### src/rtl/id_ex_stage.sv
// ID/EX pipeline register with load-use hazard detection, bubble insertion
// and a saturating stall-cycle counter for performance debug.
module id_ex_stage #(
  parameter int DW = 32,
  parameter int CW = 16
) (
  input  logic          clk,
  input  logic          reset,
  input  logic          id_valid,
  input  logic          id_regdst,
  input  logic          id_alusrc,
  input  logic          id_memtoreg,
  input  logic          id_regwrite,
  input  logic          id_memread,
  input  logic          id_memwrite,
  input  logic          id_branch,
  input  logic [1:0]    id_aluop,
  input  logic [5:0]    id_func,
  input  logic [4:0]    id_rs,
  input  logic [4:0]    id_rt,
  input  logic [4:0]    id_rd,
  input  logic [DW-1:0] id_rdata1,
  input  logic [DW-1:0] id_rdata2,
  input  logic [DW-1:0] id_imm,
  input  logic [DW-1:0] id_pc4,
  input  logic          flush,
  input  logic          hold,
  output logic          ex_valid,
  output logic          ex_regdst,
  output logic          ex_alusrc,
  output logic          ex_memtoreg,
  output logic          ex_regwrite,
  output logic          ex_memread,
  output logic          ex_memwrite,
  output logic          ex_branch,
  output logic [1:0]    ex_aluop,
  output logic [5:0]    ex_func,
  output logic [4:0]    ex_rs,
  output logic [4:0]    ex_rt,
  output logic [4:0]    ex_rd,
  output logic [DW-1:0] ex_rdata1,
  output logic [DW-1:0] ex_rdata2,
  output logic [DW-1:0] ex_imm,
  output logic [DW-1:0] ex_pc4,
  output logic          stall,
  output logic [CW-1:0] stall_cnt
);

  typedef struct packed {
    logic          valid;
    logic          regdst;
    logic          alusrc;
    logic          memtoreg;
    logic          regwrite;
    logic          memread;
    logic          memwrite;
    logic          branch;
    logic [1:0]    aluop;
    logic [5:0]    func;
    logic [4:0]    rs;
    logic [4:0]    rt;
    logic [4:0]    rd;
    logic [DW-1:0] rdata1;
    logic [DW-1:0] rdata2;
    logic [DW-1:0] imm;
    logic [DW-1:0] pc4;
  } idex_t;

  idex_t         id_w;
  idex_t         ex_q, ex_d;
  logic [CW-1:0] stall_cnt_q, stall_cnt_d;
  logic          uses_rt;
  logic          rt_hit;
  logic          lu;

  assign id_w = {id_valid, id_regdst, id_alusrc, id_memtoreg, id_regwrite,
                 id_memread, id_memwrite, id_branch, id_aluop, id_func,
                 id_rs, id_rt, id_rd, id_rdata1, id_rdata2, id_imm, id_pc4};

  // rt is a true source only for stores, branches and R-type ops
  assign uses_rt = id_memwrite | id_branch | (id_aluop == 2'b10);
  assign rt_hit  = (ex_q.rt == id_rs) | (uses_rt & (ex_q.rt == id_rt));
  assign lu      = ex_q.valid & ex_q.memread & (ex_q.rt != 5'd0) & rt_hit & id_valid;
  assign stall   = (lu | hold) & ~flush;

  always_comb begin
    ex_d = ex_q;
    if (flush) begin
      ex_d = '0;
    end else if (hold) begin
      ex_d = ex_q;
    end else if (lu) begin
      ex_d = '0;
    end else begin
      ex_d = id_w;
    end
  end

  always_comb begin
    stall_cnt_d = stall_cnt_q;
    if (stall && (stall_cnt_q != {CW{1'b1}})) begin
      stall_cnt_d = stall_cnt_q + {{(CW-1){1'b0}}, 1'b1};
    end
  end

  always_ff @(posedge clk) begin
    if (reset) begin
      ex_q        <= '0;
      stall_cnt_q <= '0;
    end else begin
      ex_q        <= ex_d;
      stall_cnt_q <= stall_cnt_d;
    end
  end

  assign ex_valid    = ex_q.valid;
  assign ex_regdst   = ex_q.regdst;
  assign ex_alusrc   = ex_q.alusrc;
  assign ex_memtoreg = ex_q.memtoreg;
  assign ex_regwrite = ex_q.regwrite;
  assign ex_memread  = ex_q.memread;
  assign ex_memwrite = ex_q.memwrite;
  assign ex_branch   = ex_q.branch;
  assign ex_aluop    = ex_q.aluop;
  assign ex_func     = ex_q.func;
  assign ex_rs       = ex_q.rs;
  assign ex_rt       = ex_q.rt;
  assign ex_rd       = ex_q.rd;
  assign ex_rdata1   = ex_q.rdata1;
  assign ex_rdata2   = ex_q.rdata2;
  assign ex_imm      = ex_q.imm;
  assign ex_pc4      = ex_q.pc4;
  assign stall_cnt   = stall_cnt_q;

endmodule

### config.mk
export PLATFORM = sky130hd
export DESIGN_NAME = id_ex_stage
export DESIGN_NICKNAME = d
export VERILOG_FILES = /design/src/rtl/id_ex_stage.sv
export SDC_FILE = /design/constraint.sdc
export NUM_CORES = 1
export LEC_CHECK = 0
export ABC_CLOCK_PERIOD_IN_PS = 2900
export CORE_AREA = 2 2 131 133
export DETAILED_ROUTE_END_ITERATION = 7
export DIE_AREA = 0 0 133 135
export DONT_BUFFER_PORTS = 1
export PLACE_DENSITY = 0.61
export SLEW_MARGIN = 10
export SYNTH_ARGS = -nofsm -noshare
export SYNTH_HDL_FRONTEND = slang
export SYNTH_SLANG_ARGS = --single-unit
export TNS_END_PERCENT = 100
### constraint.sdc
create_clock -name clk -period 2.9 [get_ports clk]
set_clock_uncertainty 0.15 [all_clocks]
set_input_delay 0.725 -clock clk [delete_from_list [all_inputs] [get_ports clk]]
set_output_delay 0.725 -clock clk [all_outputs]
set_load 0.02 [all_outputs]
# Word-level counts from Yosys, hierarchy flattened
# Index checks and enable logic that the tools add are counted.
[totals]
reg_bits = 175
latchBits = 0
mem_bits_rw = 0
mem_bits_ro = 0
output_inout_bits = 176
wordCells = 38
memories = 0
[op_classes]
n_addsub = 1
mul = 0
div = 0
order_cmp = 0
n_eq_ne = 4
shift = 0
n_mux = 1
bitwise_logic = 11
reduce_logical = 3
[op_table]
columns = ["op", "n"]
rows = [
  ["2-to-1 mux 159 bit", 1],
  ["adder 16 x 1 -> 16 bit, second input constant", 1],
  ["inequality test 16 bit, second input constant", 1],
  ["== test 5 bit", 2],
  ["AND 1 bit", 6],
  ["nonzero test 5 bit", 1],
  ["OR 1 bit", 4],
  ["== test 2 bit, second input constant", 1],
  ["OR reduction 2 bit", 1],
  ["logical AND 1 bit", 1],
  ["NOT 1 bit", 1],
]

# Logic depth before layout (Yosys ltp)
# Gate-level depths: netlist of run 1.
[logic_depth]
ltp_word = 9
depth_mapped = 8
depth_no_buf = 7

# Least setup slack after synthesis of run 1
# OpenSTA, ideal clock, no wires.
[synth_path]
path_type = "input -> output"
start = "input port id_rt[1]"
end = "output port stall"
t_arrival_ns = 1.998
t_required_ns = 2.025
path_slack_ns = 0.027
stages = 7
cell_sequence = "xnor2_1 -> nand4_1 -> o22ai_1 -> a31oi_4 -> buf_4 -> buf_2 -> nor2_1"
[synth_via]
elab_chain_cells = 7
[synth_lines]
columns = ["item", "line", "rtl"]
rows = [
  ["start: declaration", "20", "input logic [4:0] id_rt,"],
  ["== test 5 bit", "82", "assign rt_hit = (ex_q.rt == id_rs) | (uses_rt & (ex_q.rt == id_rt));"],
  ["AND 1 bit", "82", ""],
  ["OR 1 bit", "82", ""],
  ["AND 1 bit (2 in series)", "83", "assign lu = ex_q.valid & ex_q.memread & (ex_q.rt != 5'd0) & rt_hit & id_valid;"],
  ["OR 1 bit", "84", "assign stall = (lu | hold) & ~flush;"],
  ["AND 1 bit", "84", ""],
  ["end: declaration", "45", "output logic stall,"],
]
# No other way between the ends.

# Final worst setup path of run 1
[layout_path]
start = "register ex_q (netlist bit ex_rt[0])"
end = "output port stall"
[layout_via]
elab_chain_cells = 7
word_cells_on_any_way = 10
cone_classes = "eq/ne: 2; bitwise: 7; reduce/logical: 1"
[layout_lines]
columns = ["item", "line", "rtl"]
rows = [
  ["start: declaration", "70", "idex_t ex_q, ex_d;"],
  ["start signal: assignment", "108", "ex_q <= '0;"],
  ["start signal: assignment", "111", "ex_q <= ex_d;"],
  ["== test 5 bit", "82", ""],
  ["AND 1 bit", "82", ""],
  ["OR 1 bit", "82", ""],
  ["AND 1 bit * (2 in series)", "83", ""],
  ["OR 1 bit *", "84", ""],
  ["AND 1 bit *", "84", ""],
]
# Every way passes the cells marked *; elsewhere a longest branch is shown, timed or not.

==> impl_metrics.prom, run 1 <==
# TYPE chip_impl_metric gauge
chip_impl_metric{name="postLayoutCoreUtil",unit="%"} 42.9
chip_impl_metric{name="fraction_of_synthesized_area_in_multiplexers",unit="%"} 1.94
chip_impl_metric{name="avgViaCountPerCell",unit=""} 5.61
chip_impl_metric{name="stdcell_count",unit=""} 863
chip_impl_info{name="run_status",value="finished, final reports clean"} 1
chip_impl_metric{name="layout_min_cycle_time",unit="ns"} 2.82
chip_impl_info{name="end_kind",value="output port"} 1
chip_impl_metric{name="setup_ws",unit="ns"} 0.0787
chip_impl_metric{name="ant_nets",unit=""} 0
chip_impl_metric{name="die_height",unit="µm"} 135
chip_impl_metric{name="synthCells",unit=""} 659
chip_impl_metric{name="layout.filler_cells",unit=""} 1548
chip_impl_info{name="crit_path_top_delay_cell",value="sky130_fd_sc_hd__dfxtp_4"} 1
chip_impl_metric{name="worst_hold_path.num_cells",unit=""} 1
chip_impl_info{name="worstPathCellList",value="or3_1 -> o311a_1 -> a31oi_4 -> nor2_1 -> buf_4"} 1
chip_impl_metric{name="place_congestion",unit=""} 0.787
chip_impl_metric{name="grt_start_max_net_pins",unit=""} 162
chip_impl_metric{name="area_growth_syn_to_layout",unit="%"} 11.6
chip_impl_metric{name="area_share_of_and_or_nand_nor_cells_after_synthesis",unit="%"} 15.9
chip_impl_metric{name="asyncSetResetFlopFracSynth",unit="%"} 0
chip_impl_metric{name="layout.nets",unit=""} 793
chip_impl_metric{name="synthesis.nets",unit=""} 823
chip_impl_metric{name="max_slew_margin",unit="%"} 40.0
chip_impl_metric{name="routed_wl",unit="µm"} 16600
chip_impl_info{name="worstHoldStart",value="reset"} 1
chip_impl_info{name="hold_path.class",value="input pin to flop"} 1
chip_impl_info{name="r2r-end",value="ex_imm[11]$_SDFFE_PP0N_"} 1
chip_impl_metric{name="design.die.area",unit="µm²"} 18000
chip_impl_info{name="synth.most_common_cell",value="sky130_fd_sc_hd__dfxtp_1"} 1
chip_impl_metric{name="timing.reg2reg.worst_path_depth",unit=""} 6
chip_impl_metric{name="clk_pin_slew",unit="ns"} 0.07
chip_impl_metric{name="max_cap_viol_count",unit=""} 0
chip_impl_metric{name="yosys.area.top_type_share",unit="%"} 55.5
chip_impl_metric{name="critical_path_peak_fanout",unit=""} 5
chip_impl_info{name="timing.critical_path.from_type",value="flop"} 1
chip_impl_metric{name="detailedRoute.firstIterationViolations",unit=""} 346
chip_impl_metric{name="synthXorXnorAreaFrac",unit="%"} 1.39
chip_impl_info{name="grt_setup_unrepaired",value="true"} 1
chip_impl_metric{name="global_route_wire_length_before_repair",unit="µm"} 25200
chip_impl_metric{name="drive_gt1_share",unit="%"} 8.72
chip_impl_metric{name="post_synth_fa_ha_maj_area_fraction",unit="%"} 0.198
chip_impl_metric{name="placement.cell_area",unit="µm²"} 6430
chip_impl_metric{name="drv_slew",unit=""} 0
chip_impl_metric{name="final_hold_viol_count",unit=""} 0
chip_impl_metric{name="yosysUniqueCellTypes",unit=""} 40
chip_impl_metric{name="row_cnt",unit=""} 47
chip_impl_metric{name="grt_remaining_overflow",unit=""} 0
chip_impl_metric{name="place_hpwl",unit="µm"} 11700
chip_impl_metric{name="vdd_ir_drop_max",unit="mV"} 0.376
chip_impl_info{name="clockRootBuffer",value="sky130_fd_sc_hd__clkbuf_16"} 1
chip_impl_metric{name="max_stage_delay",unit="ns"} 0.39
chip_impl_info{name="synth_top_family_by_area",value="compound AO/OA/AOI/OAI gates"} 1
chip_impl_info{name="crit-reg2reg-launch",value="ex_rt[0]$_SDFFE_PP0N_"} 1
chip_impl_metric{name="cts_buffers",unit=""} 17
chip_impl_info{name="ys_top_cells_by_count",value="sky130_fd_sc_hd__dfxtp_1, sky130_fd_sc_hd__nor2_1, sky130_fd_sc_hd__a22oi_1"} 1
chip_impl_metric{name="coreArea",unit="µm²"} 16400
chip_impl_metric{name="io_buffer_count",unit=""} 0
chip_impl_metric{name="synth_seq_area_share",unit="%"} 55.5
chip_impl_metric{name="place.detailed.instances",unit=""} 829
chip_impl_metric{name="p_per_area",unit="nW/µm²"} 728
chip_impl_metric{name="post-route-cell-area",unit="µm²"} 7050
chip_impl_info{name="postSynth.topFlopCell",value="sky130_fd_sc_hd__dfxtp_1"} 1
chip_impl_metric{name="num_vias",unit=""} 4843
chip_impl_metric{name="die_width",unit="µm"} 133
chip_impl_metric{name="yosysWarnings",unit=""} 0
chip_impl_metric{name="register_to_register_setup_slack",unit="ns"} 0.29
chip_impl_info{name="post-synth-top-area-cell",value="sky130_fd_sc_hd__dfxtp_1"} 1
chip_impl_metric{name="wl_per_cell",unit="µm"} 19.3
chip_impl_metric{name="average_footprint_of_a_synthesized_cell",unit="µm²"} 9.58
chip_impl_metric{name="clk-insertion-delay-late",unit="ns"} 0.42
chip_impl_metric{name="timing.final.crit_share",unit="%"} 97.3
chip_impl_metric{name="placement.setup.worst_slack",unit="ns"} 0.0996
chip_impl_info{name="ys_top_cells_by_area",value="sky130_fd_sc_hd__dfxtp_1, sky130_fd_sc_hd__a22oi_1, sky130_fd_sc_hd__nor2_1, sky130_fd_sc_hd__clkbuf_1, sky130_fd_sc_hd__mux2_1"} 1
chip_impl_metric{name="worst_ep_required_time",unit="ns"} 2.03
chip_impl_metric{name="groute.usage.overall",unit="%"} 17.8
chip_impl_metric{name="cts_max_path_buffers",unit=""} 2
chip_impl_metric{name="synth_seq_cells",unit=""} 175
chip_impl_metric{name="synth_area",unit="µm²"} 6310
chip_impl_info{name="tritoncts_clock_tree",value="done"} 1
chip_impl_metric{name="first_global_vias",unit=""} 4812
chip_impl_metric{name="remaining_drc_errors",unit=""} 0
chip_impl_metric{name="io_pins",unit=""} 339
chip_impl_info{name="whs_endpoint",value="stall_cnt[0]$_SDFFE_PP0P_"} 1
chip_impl_metric{name="clock-sinks",unit=""} 175
chip_impl_metric{name="antenna_found_initial",unit=""} 1
chip_impl_metric{name="fmax",unit="MHz"} 354
chip_impl_metric{name="area_fraction_in_compound_gates_after_synthesis",unit="%"} 20.6
chip_impl_metric{name="final-setup-viol-count",unit=""} 0
chip_impl_metric{name="clock_tree.htree_level_count",unit=""} 4
chip_impl_metric{name="p_leak",unit="µW"} 0.00262
chip_impl_metric{name="detail_route.first_pass.iterations",unit=""} 7
chip_impl_metric{name="timing_worst_slew_pin_value",unit="ns"} 0.899
chip_impl_metric{name="start_util",unit="%"} 38.5
chip_impl_metric{name="crit_arrival",unit="ns"} 1.95
chip_impl_metric{name="synth_edf_count",unit=""} 0
chip_impl_info{name="class_of_the_most_critical_setup_path",value="flop to output port"} 1
-- through the flow --
step           power (µW)  hold slack [ns]  TNS, ns
4_1_cts              5200            0.192        0
3_5_place_dp         2910            0.451        0
3_3_place_gp         2900            0.444        0
2_1_floorplan        2900            0.410        0
6_report             5130            0.225        0
5_1_grt              5350            0.197  -0.0141
-- state kept, by name (all words and copies together) (netlist names) --
| name | cells |
|---|---|
| ex_rd | 5 |
| ex_alusrc | 1 |
| ex_rdata2 | 32 |
| stall_cnt | 16 |
| ex_rdata1 | 32 |
| ex_valid | 1 |
| ex_memread | 1 |
| ex_rs | 5 |
| ex_memtoreg | 1 |
| ex_func | 6 |
| ex_regdst | 1 |
| ex_branch | 1 |
| ex_imm | 32 |
| ex_pc4 | 32 |
| ex_aluop | 2 |
| ex_rt | 5 |
| ex_memwrite | 1 |
| ex_regwrite | 1 |
-- worst max-delay path, delay by kind of cell (launching register included) --
| kind | cells | cell delay [ns] |
|---|---|---|
| simple gates | 2 | 0.41 |
| flops | 1 | 0.39 |
| compound gates | 2 | 0.56 |
| buf+inv | 1 | 0.16 |
-- area by class of cell --
type,count,area (µm²),share of cell area [%]
Clock buffer,17,425,6.04
Timing Repair Buffer,13,123,1.74
Tap cell,220,275,3.91
Inverter,1,3.75,0.0533
Clock inverter,15,169,2.40
Sequential cell,175,3510,49.8
Antenna cell,1,2.50,0.0355
Multi-Input combinational cell,421,2540,36.0
-- routing by layer --
| layer | track usage [%] | part of all wire, % |
|---|---|---|
| met5 | 0 | 0 |
| met4 | 8.12 | 2.2 |
| met3 | 7.51 | 10 |
| met2 | 30.9 | 51 |
| met1 | 18.8 | 37 |
-- worst max path at each step --
stage | from | to | slack [ns] | cells past startpoint
floorplan | id_rt[1] | stall | 0.03 | 7
global placement | id_aluop[1] | ex_imm[9]$_SDFFE_PP0N_ | 0.22 | 7
detailed placement | id_aluop[1] | ex_imm[11]$_SDFFE_PP0N_ | 0.1 | 7
CTS | ex_rt[0]$_SDFFE_PP0N_ | stall | 0.03 | 5
global route | ex_rt[0]$_SDFFE_PP0N_ | stall | -0.01 | 5
finish | ex_rt[0]$_SDFFE_PP0N_ | stall | 0.08 | 5
-- layout by cell type, fill, tap and decap left out, types with 2 or more instances in the layout --
| master | count |
|---|---|
| sky130_fd_sc_hd__buf_12 | 2 |
| sky130_fd_sc_hd__a22oi_1 | 158 |
| sky130_fd_sc_hd__nor2b_1 | 11 |
| sky130_fd_sc_hd__inv_8 | 4 |
| sky130_fd_sc_hd__nand2b_1 | 2 |
| sky130_fd_sc_hd__or4_1 | 5 |
| sky130_fd_sc_hd__or3_1 | 2 |
| sky130_fd_sc_hd__mux2_2 | 2 |
| sky130_fd_sc_hd__nand3b_1 | 2 |
| sky130_fd_sc_hd__mux2_1 | 8 |
| sky130_fd_sc_hd__buf_4 | 11 |
| sky130_fd_sc_hd__nor4b_1 | 3 |
| sky130_fd_sc_hd__nand4_1 | 3 |
| sky130_fd_sc_hd__clkbuf_16 | 17 |
| sky130_fd_sc_hd__nor4_1 | 7 |
| sky130_fd_sc_hd__clkinv_4 | 4 |
| sky130_fd_sc_hd__dfxtp_1 | 171 |
| sky130_fd_sc_hd__inv_6 | 4 |
| sky130_fd_sc_hd__nand2_1 | 3 |
| sky130_fd_sc_hd__or2_0 | 2 |
| sky130_fd_sc_hd__and3_1 | 2 |
| sky130_fd_sc_hd__nand3_1 | 4 |
| sky130_fd_sc_hd__dfxtp_2 | 3 |
| sky130_fd_sc_hd__xnor2_1 | 10 |
| sky130_fd_sc_hd__a21oi_1 | 6 |
| sky130_fd_sc_hd__nor2_1 | 171 |
| sky130_fd_sc_hd__o31ai_1 | 5 |
-- power by group --
group | total [µW] | leakage, µW | internal, µW | switching, µW
combinational | 245 | 0.000909 | 108 | 137
clock | 2270 | 0.000289 | 1230 | 1040
sequential | 2610 | 0.00143 | 2470 | 139
total | 5130 | 0.00262 | 3810 | 1320
-- cells by family (layout without fill, tap and decap cells) --
logic type | after synthesis | in the layout
flip-flops | 175 | 175
other | 0 | 1
adder cells (fa/ha/maj) | 1 | 1
buffers and inverters | 63 | 46
XOR/XNOR | 10 | 10
AND/OR/NAND/NOR | 225 | 225
multiplexers | 11 | 11
AO/OA/AOI/OAI | 174 | 174
-- what timing repair did --
action                     in CTS  in global routing
pin swaps                       1                  1
gates resized for setup         4                  2
cloned                          0                  0
setup endpoints to repair       1                  1
setup buffers                   0                  1
hold buffers                    0                  0
No activity file was read; power rests on OpenSTA's default activity.
==> inputs of run 2 (changes only) <==
==> constraint.sdc (replaced) <==
create_clock -name clk -period 2.9 [get_ports clk]
set_clock_uncertainty 0.15 [all_clocks]
set_input_delay 0.58 -clock clk [delete_from_list [all_inputs] [get_ports clk]]
set_output_delay 0.58 -clock clk [all_outputs]
set_load 0.02 [all_outputs]
==> run 2 against run 1 <==
  * Worst hold slack got worse by 0.14 ns
  * Flip-flop and latch count unchanged
  * Combinational power increased by 4%
  * Critical path depth unchanged
  * Critical path type unchanged
  * Critical endpoint unchanged
  * Largest cell class unchanged
==> impl_metrics.prom, run 2 (synthesis results as in run 1) <==
# TYPE chip_impl_metric gauge
chip_impl_info{name="run_status",value="finished, final reports clean"} 1
chip_impl_info{name="worstHoldStart",value="reset"} 1
chip_impl_info{name="clockRootBuffer",value="sky130_fd_sc_hd__clkbuf_16"} 1
chip_impl_info{name="hold_path.class",value="input pin to flop"} 1
chip_impl_metric{name="coreArea",unit="µm²"} 16400
chip_impl_metric{name="avgViaCountPerCell",unit=""} 5.76
chip_impl_info{name="grt_setup_unrepaired",value="false"} 1
chip_impl_metric{name="cts.hold.buffers_added",unit=""} 0
chip_impl_metric{name="ant_nets",unit=""} 0
chip_impl_metric{name="met1Wirelength",unit="µm"} 6350
chip_impl_metric{name="clk-insertion-delay-late",unit="ns"} 0.42
chip_impl_info{name="cp-startpoint",value="ex_rt[4]$_SDFFE_PP0N_"} 1
chip_impl_metric{name="place.detailed.instances",unit=""} 829
chip_impl_metric{name="final-setup-viol-count",unit=""} 0
chip_impl_metric{name="final_hold_viol_count",unit=""} 0
chip_impl_metric{name="max_cap_viol_count",unit=""} 0
chip_impl_metric{name="place_hpwl",unit="µm"} 11400
chip_impl_metric{name="drv_slew",unit=""} 0
chip_impl_metric{name="first_global_vias",unit=""} 4830
chip_impl_metric{name="clock-sinks",unit=""} 175
chip_impl_info{name="layout_commonest_cell",value="sky130_fd_sc_hd__dfxtp_1"} 1
chip_impl_metric{name="fmax",unit="MHz"} 359
chip_impl_metric{name="num_vias",unit=""} 4963
chip_impl_metric{name="cts_buffers",unit=""} 17
chip_impl_metric{name="worst_ep_required_time",unit="ns"} 2.17
chip_impl_metric{name="clk_pin_slew",unit="ns"} 0.07
chip_impl_metric{name="area_growth_syn_to_layout",unit="%"} 12.2
chip_impl_metric{name="routed_wl",unit="µm"} 16700
chip_impl_metric{name="timing_worst_slew_pin_value",unit="ns"} 0.475
chip_impl_metric{name="detailedRoute.firstIterationViolations",unit=""} 247
chip_impl_metric{name="num_antenna_cells",unit=""} 0
chip_impl_metric{name="design.die.area",unit="µm²"} 18000
chip_impl_metric{name="p_leak",unit="µW"} 0.00264
chip_impl_metric{name="detail_route.first_pass.iterations",unit=""} 5
chip_impl_metric{name="drive_gt1_share",unit="%"} 8.88
chip_impl_metric{name="layout_min_cycle_time",unit="ns"} 2.78
chip_impl_metric{name="vdd_ir_drop_max",unit="mV"} 0.364
chip_impl_metric{name="timing.final.crit_share",unit="%"} 95.9
chip_impl_metric{name="start_util",unit="%"} 38.5
chip_impl_info{name="end_kind",value="output port"} 1
chip_impl_metric{name="finalSetupTns",unit="ns"} 0
chip_impl_metric{name="global_route_wire_length_before_repair",unit="µm"} 25200
chip_impl_metric{name="remaining_drc_errors",unit=""} 0
chip_impl_metric{name="p_per_area",unit="nW/µm²"} 724
chip_impl_metric{name="die_width",unit="µm"} 133
chip_impl_metric{name="stdcell_count",unit=""} 862
chip_impl_metric{name="layout.nets",unit=""} 793
chip_impl_metric{name="groute.usage.overall",unit="%"} 17.7
chip_impl_metric{name="wl_per_cell",unit="µm"} 19.3
chip_impl_metric{name="cts_max_path_buffers",unit=""} 2
chip_impl_metric{name="grt_remaining_overflow",unit=""} 0
chip_impl_metric{name="io_pins",unit=""} 339
chip_impl_metric{name="die_height",unit="µm"} 135
chip_impl_info{name="tritoncts_clock_tree",value="done"} 1
chip_impl_metric{name="crit_arrival",unit="ns"} 2.05
chip_impl_metric{name="max_slew_margin",unit="%"} 68.3
chip_impl_info{name="crit-reg2reg-launch",value="stall_cnt[2]$_SDFFE_PP0P_"} 1
chip_impl_metric{name="grt_start_max_net_pins",unit=""} 162
chip_impl_info{name="top_layer",value="met4"} 1
chip_impl_info{name="timing.critical_path.from_type",value="flop"} 1
chip_impl_metric{name="cts_setup_buffers",unit=""} 0
chip_impl_metric{name="met3RoutedLength",unit="µm"} 1610
chip_impl_metric{name="io_buffer_count",unit=""} 0
chip_impl_info{name="class_of_the_most_critical_setup_path",value="flop to output port"} 1
chip_impl_metric{name="antenna_found_initial",unit=""} 0
chip_impl_metric{name="row_cnt",unit=""} 47
chip_impl_metric{name="met2_wirelength",unit="µm"} 8410
chip_impl_metric{name="critical_path_peak_fanout",unit=""} 22
chip_impl_metric{name="clock_tree.htree_level_count",unit=""} 4
chip_impl_info{name="most-common-layout-cells",value="sky130_fd_sc_hd__dfxtp_1, sky130_fd_sc_hd__nor2_1, sky130_fd_sc_hd__a22oi_1"} 1
chip_impl_metric{name="place_congestion",unit=""} 0.826
## run 2: cell types whose count changed in the layout (fill, tap and decap cells not counted), moves of 2 or more
cell,delta
sky130_fd_sc_hd__inv_8,-3
sky130_fd_sc_hd__buf_4,-2
sky130_fd_sc_hd__clkinv_4,-2
sky130_fd_sc_hd__clkinv_8,+2
sky130_fd_sc_hd__clkinvlp_4,+2
## run 2: layer usage
layer | global-route usage [%] | vias up
met1 | 19.7 | 2356
met5 | 0 | -
li1 | - | 2302
met3 | 7.13 | 21
met2 | 30.9 | 284
met4 | 6.15 | 0
## run 2: cell type report
cell class / count / area [µm²]
well taps: 220 / 275
repair buffers: 13 / 160
flip-flops and latches: 175 / 3510
clock buffers: 17 / 425
fillers: 1581 / 9320
multi-input cells: 421 / 2540
clock inverters: 15 / 174
inverters: 1 / 3.75
## run 2: timing repair
action                     4_1_cts  5_1_grt
resized for setup                4        2
setup endpoints to repair        1        1
pin swaps                        1        0
gates cloned                     1        0
## run 2: path summary, 6_finish.rpt
kind,cells after the start,slack (ns),endpoint
max,5,0.12,stall
min,1,0.08,stall_cnt[9]$_SDFFE_PP0P_
max reg2reg,6,0.49,stall_cnt[14]$_SDFFE_PP0P_
min reg2reg,2,0.46,ex_rt[3]$_SDFFE_PP0N_
## run 2: power by group
part / internal [µW] / switching [µW]
Clock: 1230 / 1040
Sequential: 2470 / 140
Combinational: 114 / 140
Total: 3810 / 1320
## run 2: metrics by stage
step | hold slack [ns] | area, µm² | util (%) | power [µW] | setup slack [ns]
floorplan | 0.410 | 6310 | - | 2900 | 0.312
global placement | 0.436 | 6440 | 39.3 | 2900 | 0.371
detailed placement | 0.446 | 6440 | 39.3 | 2920 | 0.336
CTS | 0.0515 | 7080 | 43.1 | 5200 | 0.00254
global route | 0.0403 | 7090 | 43.2 | 5340 | 0.00570
finish | 0.0821 | 7090 | 43.2 | 5130 | 0.118
## run 2: critical path, cell delays in order, from the launching register on
cell and delay [ns]:
sky130_fd_sc_hd__dfxtp_2 0.39, sky130_fd_sc_hd__or3_1 0.38, sky130_fd_sc_hd__o311a_1 0.34, sky130_fd_sc_hd__a31oi_4 0.22, sky130_fd_sc_hd__buf_12 0.21, sky130_fd_sc_hd__nor2_2 0.09
